**src/rtl/nibble_serial_adder_pkg.sv**
```systemverilog
// Shared definitions for the nibble-serial adder.
// Holds the slice width and the control state encoding used by the top level.
package nibble_serial_adder_pkg;

  localparam int NIBBLE_W = 4;

  typedef enum logic [1:0] {
    IDLE = 2'd0,
    RUN  = 2'd1,
    DONE = 2'd2
  } state_t;

endpackage

```
**src/rtl/nibble_serial_adder_full_adder_4.sv**
```systemverilog
// full_adder_4: 4-bit ripple-carry adder, one full-adder cell per bit.
// Ports:
//   x, y   : 4-bit addends
//   c_in   : carry into bit 0
//   s      : 4-bit sum
//   c_out  : carry out of bit 3
module full_adder_4 (
  input  logic [3:0] x,
  input  logic [3:0] y,
  input  logic       c_in,
  output logic [3:0] s,
  output logic       c_out
);

  logic [4:0] carry;

  assign carry[0] = c_in;

  for (genvar i = 0; i < 4; i++) begin : g_bit
    assign s[i]       = x[i] ^ y[i] ^ carry[i];
    assign carry[i+1] = (x[i] & y[i]) | (carry[i] & (x[i] ^ y[i]));
  end

  assign c_out = carry[4];

endmodule

```
**src/rtl/nibble_serial_adder.sv**
```systemverilog
// nibble_serial_adder: adds two W-bit operands plus carry-in, one nibble per
// clock, through a single full_adder_4. W = 4*N_NIBBLES.
// Ports:
//   clock, reset_        : rising-edge clock, asynchronous active-low reset
//   in_valid / in_ready  : operand handshake (in_ready high only in IDLE)
//   a, b, c_in           : operands and carry into nibble 0
//   out_valid / out_ready: result handshake (out_valid high only in DONE)
//   sum, c_out           : registered (a + b + c_in) mod 2^W and final carry
module nibble_serial_adder
  import nibble_serial_adder_pkg::*;
#(
  parameter int N_NIBBLES = 4
) (
  input  logic                            clock,
  input  logic                            reset_,
  input  logic                            in_valid,
  output logic                            in_ready,
  input  logic [NIBBLE_W*N_NIBBLES-1:0]   a,
  input  logic [NIBBLE_W*N_NIBBLES-1:0]   b,
  input  logic                            c_in,
  output logic                            out_valid,
  input  logic                            out_ready,
  output logic [NIBBLE_W*N_NIBBLES-1:0]   sum,
  output logic                            c_out
);

  localparam int W     = NIBBLE_W * N_NIBBLES;
  localparam int CNT_W = $clog2(N_NIBBLES);
  localparam logic [CNT_W-1:0] LAST = CNT_W'(N_NIBBLES - 1);

  state_t              state;
  state_t              next_state;
  logic [W-1:0]        op_a;
  logic [W-1:0]        op_b;
  logic                carry;
  logic [CNT_W-1:0]    count;
  logic [NIBBLE_W-1:0] nib_sum;
  logic                nib_carry;
  logic                last_nibble;

  assign last_nibble = (count == LAST);

  // The low nibble of each operand shift register is always the slice being
  // added; the registered carry chains one slice to the next.
  full_adder_4 u_adder (
    .x     (op_a[NIBBLE_W-1:0]),
    .y     (op_b[NIBBLE_W-1:0]),
    .c_in  (carry),
    .s     (nib_sum),
    .c_out (nib_carry)
  );

  always_ff @(posedge clock or negedge reset_) begin
    if (!reset_) begin
      state <= IDLE;
    end else begin
      state <= next_state;
    end
  end

  // Handshake outputs are decoded from state alone so neither ready nor valid
  // has a combinational path from the inputs.
  always_comb begin
    next_state = state;
    in_ready   = 1'b0;
    out_valid  = 1'b0;
    case (state)
      IDLE: begin
        in_ready = 1'b1;
        if (in_valid) next_state = RUN;
      end
      RUN: begin
        if (last_nibble) next_state = DONE;
      end
      DONE: begin
        out_valid = 1'b1;
        if (out_ready) next_state = IDLE;
      end
      default: next_state = IDLE;
    endcase
  end

  // Each RUN cycle pushes the new sum nibble in at the MSB end, so after
  // N_NIBBLES shifts nibble 0 has reached the LSB position. sum and c_out are
  // only written in RUN, so they hold through DONE and the following IDLE.
  always_ff @(posedge clock or negedge reset_) begin
    if (!reset_) begin
      op_a  <= '0;
      op_b  <= '0;
      carry <= 1'b0;
      count <= '0;
      sum   <= '0;
      c_out <= 1'b0;
    end else begin
      case (state)
        IDLE: begin
          if (in_valid) begin
            op_a  <= a;
            op_b  <= b;
            carry <= c_in;
            count <= '0;
          end
        end
        RUN: begin
          sum   <= {nib_sum, sum[W-1:NIBBLE_W]};
          op_a  <= op_a >> NIBBLE_W;
          op_b  <= op_b >> NIBBLE_W;
          carry <= nib_carry;
          count <= count + 1'b1;
          if (last_nibble) c_out <= nib_carry;
        end
        default: ;
      endcase
    end
  end

endmodule
```
**config.mk**
```make
export PLATFORM = sky130hd
export DESIGN_NAME = nibble_serial_adder
export DESIGN_NICKNAME = d
export VERILOG_FILES = /design/src/rtl/nibble_serial_adder_pkg.sv /design/src/rtl/nibble_serial_adder_full_adder_4.sv /design/src/rtl/nibble_serial_adder.sv
export SDC_FILE = /design/constraint.sdc
export NUM_CORES = 1
export LEC_CHECK = 0
export CORE_MARGIN = 8
export CORE_UTILIZATION = 48
export DETAILED_ROUTE_END_ITERATION = 10
export GPL_TIMING_DRIVEN = 0
export PLACE_DENSITY_LB_ADDON = 0.2
export SKIP_CTS_REPAIR_TIMING = 1
export SLEW_MARGIN = 40
export SYNTH_ARGS = -nofsm -noshare
export SYNTH_HDL_FRONTEND = slang
export SYNTH_SLANG_ARGS = --single-unit
```
**constraint.sdc**
```tcl
create_clock -name clock -period 3 [get_ports clock]
set_clock_uncertainty 0.1 [all_clocks]
set_input_delay 0.3 -clock clock [delete_from_list [all_inputs] [get_ports clock]]
set_output_delay 0.3 -clock clock [all_outputs]
set_load 0.005 [all_outputs]
```
== Word level (Yosys, flattened, before mapping) ==
Cells that the tools add are included.
W data, S select, Z words.

* Input bits: 37
* Logic and storage cells: 53
* Bits in registers: 54

* $add $sub $neg: 1
* Reductions and logical operators: 5
* Bitwise logic cells: 20
* Mux-type cells: 14
* Eq/ne operators: 6

{| class="wikitable"
|+ Operators by type and width
! operator !! number
|-
| $pmux W16 S2 || 2
|-
| $mux W16 || 2
|-
| $and A1 B1 Y1 || 8
|-
| $mux W2 || 4
|-
| $xor A1 B1 Y1 || 8
|-
| $ne A2 B2 Y1 const B || 3
|-
| $pmux W2 S3 || 1
|-
| $eq A2 B2 Y1 const B || 2
|-
| $or A1 B1 Y1 || 4
|-
| $pmux W2 S2 || 1
|-
| $reduce_and A2 Y1 || 2
|-
| $mux W1 || 3
|-
| $reduce_and A3 Y1 || 1
|-
| $add A2 B1 Y2 const B || 1
|-
| $eq A2 B1 Y1 const B || 1
|-
| $logic_not A2 Y1 || 1
|-
| $pmux W1 S2 || 1
|-
| $reduce_bool A2 Y1 || 1
|}

== Logic depth before layout (Yosys ltp) ==
* Depth in word-level cells: 10
* Depth in mapped cells: 8

== Modules after synthesis ==
From an unflattened synthesis, not the netlist that was laid out.

* Cell total of the unflattened synthesis: 273
* Area total of the unflattened synthesis: 2583.7 µm²

{| class="wikitable"
|+ By module, submodules not included
! module !! cells an instance !! sequential area each (µm²) !! instances !! area each (µm²)
|-
| nibble_serial_adder || 259 || 1351.3 || 1 || 2466.1
|-
| full_adder_4 || 14 || 0.0 || 1 || 117.6
|}

== Worst setup path before layout ==
OpenSTA, ideal clock, no wires.

* Kind: register to register
* Start: reg op_a[0]
* End: reg sum[15]
* Stages on the path, launching flop included: 9
* Clock period less this slack: 2.130 ns
* Path buffers: 0
* Library setup time: 0.079 ns
* Slack: 0.870 ns
* Arrival time: 1.951 ns
* Cell sequence: dfrtp_1 fa_1 inv_1 fa_1 inv_1 fa_1 inv_1 fa_1 mux2i_1

* Word-level cells in the longest chain between the ends: 8
* Elaborated cells on any way between the ends: 9

{| class="wikitable"
|+ RTL lines
! item !! RTL line !! RTL
|-
| start, declared || nibble_serial_adder.sv:33 || <nowiki>logic [W-1:0] op_a;</nowiki>
|-
| start signal, assigned || nibble_serial_adder.sv:106 || <nowiki>op_a <= op_a >> NIBBLE_W;</nowiki>
|-
| $xor A1 B1 Y1 || nibble_serial_adder_full_adder_4.sv:21 || <nowiki>assign carry[i+1] = (x[i] & y[i]) | (carry[i] & (x[i] ^ y[i]));</nowiki>
|-
| $and A1 B1 Y1 || nibble_serial_adder_full_adder_4.sv:21 ||
|-
| $or A1 B1 Y1 (*) || nibble_serial_adder_full_adder_4.sv:21 ||
|-
| $and A1 B1 Y1 (*) || nibble_serial_adder_full_adder_4.sv:21 ||
|-
| $or A1 B1 Y1 (*) || nibble_serial_adder_full_adder_4.sv:21 ||
|-
| $and A1 B1 Y1 (*) || nibble_serial_adder_full_adder_4.sv:21 ||
|-
| $or A1 B1 Y1 (*) || nibble_serial_adder_full_adder_4.sv:21 ||
|-
| $xor A1 B1 Y1 (*) || nibble_serial_adder_full_adder_4.sv:20 || <nowiki>assign s[i] = x[i] ^ y[i] ^ carry[i];</nowiki>
|-
| end signal, assigned || nibble_serial_adder.sv:105 || <nowiki>sum <= {nib_sum, sum[W-1:NIBBLE_W]};</nowiki>
|-
| end, declared || nibble_serial_adder.sv:23 || <nowiki>output logic [NIBBLE_W*N_NIBBLES-1:0] sum,</nowiki>
|}

Every way passes the cells marked *; elsewhere a longest branch is shown, timed or not.
A chain may end at the register's enable or synchronous reset.

== Final worst setup path ==
* Start: reg state[0]
* End: out in_ready

* Word-level cells in the longest chain between the ends: 2

{| class="wikitable"
|+ RTL lines
! item !! RTL line !! RTL
|-
| start, declared || nibble_serial_adder.sv:31 || <nowiki>state_t state;</nowiki>
|-
| start signal, assigned || nibble_serial_adder.sv:57 || <nowiki>state <= next_state;</nowiki>
|-
| $logic_not A2 Y1 || nibble_serial_adder.sv:67 || <nowiki>case (state)</nowiki>
|-
| $mux W1 || nibble_serial_adder.sv:67 ||
|-
| end, declared || nibble_serial_adder.sv:17 || <nowiki>output logic in_ready,</nowiki>
|}

No other way between the ends.

==> flow_metrics.py <==
metrics = {
    "sta": {
        "slew_headroom_pct": 64.4,
        "period_minus_slack_ps": 2390,
        "clock.fmax_mhz": 419,
        "final_hold_viol_count": 0,
        "worst_slack_ps": 614,
        "tightest_slew_ps": 532,
        "rsz0062_at_grt": "no",
        "whs_ps": 274,
        "setup_viol": 0,
        "tns_ps": 0,
        "maxSlewViolCount": 0,
        "period_share_pct": 79.5,
    },
    "global_routing": {
        "antenna_found_initial": 0,
        "grt_pass1_vias": 2022,
        "grt_first_pass_wirelength_um": 10300,
        "grt_max_degree": 41,
        "grtUsageTotal_pct": 15.3,
        "gr-total-overflow": 0,
    },
    "outcome": {
        "status": "completed",
    },
    "routing": {
        "vias": 1910,
        "dr.pass1.iters": 5,
        "drtIter0Drc": 129,
        "drt_wl_total_um": 6020,
        "ant_nets": 0,
        "drc_errors": 0,
        "wl_per_cell_um": 16.9,
        "via_per_inst": 5.35,
    },
    "synthesis": {
        "yosysWarnings": 0,
        "synth_xor_area_share_pct": 0,
        "synth_top_area_share_pct": 51.4,
        "ys_seq_elements": 54,
        "syn_area_per_cell_um2": 11.9,
        "synth.area.top_cells": "dfrtp_1 (51%), nor4b_1 (6.7%), nor3b_1 (6.0%)",
        "syn_inst": 220,
        "muxShareOfSynthArea_pct": 8.38,
        "synth_cell_types": 29,
        "syn-num-nets": 262,
        "synth.most_common_cell": "dfrtp_1",
        "synthTopCellsByCount": "dfrtp_1 (54), inv_1 (31), nor3b_1 (21)",
        "synth-adder-area-share_pct": 3.52,
        "synth_top_area_cell": "dfrtp_1",
        "synth_compound_area_share_pct": 11.8,
        "synth_enable_flop_cells": 0,
        "synth-simple-area-share_pct": 16.3,
        "synthArstFlopShare_pct": 100,
        "synthFlopType": "dfrtp_1",
        "synth_top_family_by_area": "simple AND/OR/NAND/NOR gates",
        "netlist_area_um2": 2630,
        "synth-seq-area-share_pct": 51.4,
    },
    "finish": {
        "final_area_um2": 3390,
        "area_delta_synth_final_pct": 28.9,
        "antennaDiodeCount": 0,
        "fin_nets": 326,
        "final_core_util_pct": 62.7,
        "drive_gt1_share_pct": 15.1,
        "finish.cell_count_without_fillers": 357,
    },
    "clocking": {
        "clk_pin_slew_ps": 90,
        "clk_latency_ps": 310,
        "cts_root_buf": "clkbuf_8",
        "tritoncts": "built",
        "cts_buffer_depth": 2,
        "h-tree-depth": 2,
        "clock_sinks": 54,
        "cts_buffers": 5,
    },
    "setup_path": {
        "path_class": "flop to primary output",
        "worst-endpoint-required_ps": 2600,
        "cp-end-kind": "primary output",
        "critPathArrivalTime_ps": 1990,
        "crit_start": "state[0]",
        "reg2reg_from": "op_a[0]",
        "cp-start-kind": "flop",
        "critPathMaxFanout": 10,
    },
    "floorplanning": {
        "core_um2": 5410,
        "io_pins": 56,
        "die_x_um": 90.0,
        "start_util_pct": 48.6,
        "fp.dieH_um": 90.0,
        "placementRows": 27,
        "die_area_um2": 8100,
    },
    "placement": {
        "dp.cells": 348,
        "port_buffers": 55,
        "hpwlAfterDp_um": 4360,
        "place_area_um2": 3290,
        "place_ws_ps": 745,
        "routabilityCongestion": 0.779,
    },
    "pwr": {
        "p_leak_nw": 1.50,
        "ir_drop_mv": 0.446,
        "power.density_nw_per_um2": 1030,
        "report.power.total_mw": 3.48,
    },
    "hold_path": {
        "hold_path.class": "input pin to asynchronous set/reset pin",
    },
    "flow_run": {
        "drv_cap": 0,
    },
}
routing by layer:
layer / global-route usage (%) / wire length, um
met5: 0 / 0
met4: 4.02 / 47
met3: 4.66 / 388
met2: 24.2 / 2920
met1: 19.9 / 2660
sequential cells by signal, summed over array words and instances, names as in the netlist:
register  count
op_a         16
op_b         16
sum          16
count         2
state         2
c_out         1
carry         1
layout by cell type, fill, tap and decap left out:
master / count
a211oi_1: 20
clkbuf_1: 3
nor2b_1: 5
and2_1: 1
clkbuf_8: 6
or4b_1: 1
ha_1: 1
mux2_2: 8
mux2i_1: 4
a221o_1: 1
o21ai_0: 1
clkinv_2: 1
buf_12: 1
clkdlybuf4s50_1: 54
a222oi_1: 4
a21oi_1: 1
a22o_1: 8
nor3b_1: 21
dfrtp_1: 54
o21bai_1: 1
nor2_1: 1
buf_6: 1
buf_2: 12
fa_1: 4
nand2b_1: 4
o221a_2: 1
nor4b_1: 20
o21ba_2: 1
dlygate4sd3_1: 1
nor3b_2: 1
mux2_4: 6
buf_4: 5
inv_1: 31
nand3b_1: 1
cell type report:
type | count | area, um2
well taps | 72 | 90.1
plain buffers | 19 | 109
inverters | 31 | 116
clock buffers | 7 | 86.3
fillers | 456 | 2020
repair buffers | 57 | 578
flip-flops and latches | 54 | 1350
clock inverters | 1 | 5.00
multi-input cells | 116 | 1050
final timing paths:
kind                       slack [ps]  cells after the start  endpoint
setup / recovery                  610                      3  in_ready
hold / removal                    270                      2    sum[2]
setup reg to reg                  740                      8   sum[15]
hold reg to reg                   390                      1  count[0]
max in group asynchronous        2070                      3   op_a[8]
min in group clock                390                      1  count[0]
kinds of logic (layout without fill, tap and decap cells):
family,after synthesis,in the layout
buf+inv,50,115
mux,18,18
simple gates,55,55
compound gates,38,38
fa+ha+maj,5,5
flops,54,54
worst max-delay path, cell delays in order, from the launching register on:
cell	delay, ps
dfrtp_1	460
buf_4	210
nor2_1	400
clkdlybuf4s50_1	610
power by group:
| part | internal [mW] | switching [mW] | total (mW) |
|---|---|---|---|
| registers | 1.09 | 0.221 | 1.31 |
| clock network | 0.187 | 0.232 | 0.419 |
| logic | 0.959 | 0.787 | 1.75 |
| total | 2.24 | 1.24 | 3.48 |
Note: power is estimated with default switching activity, not from simulation.
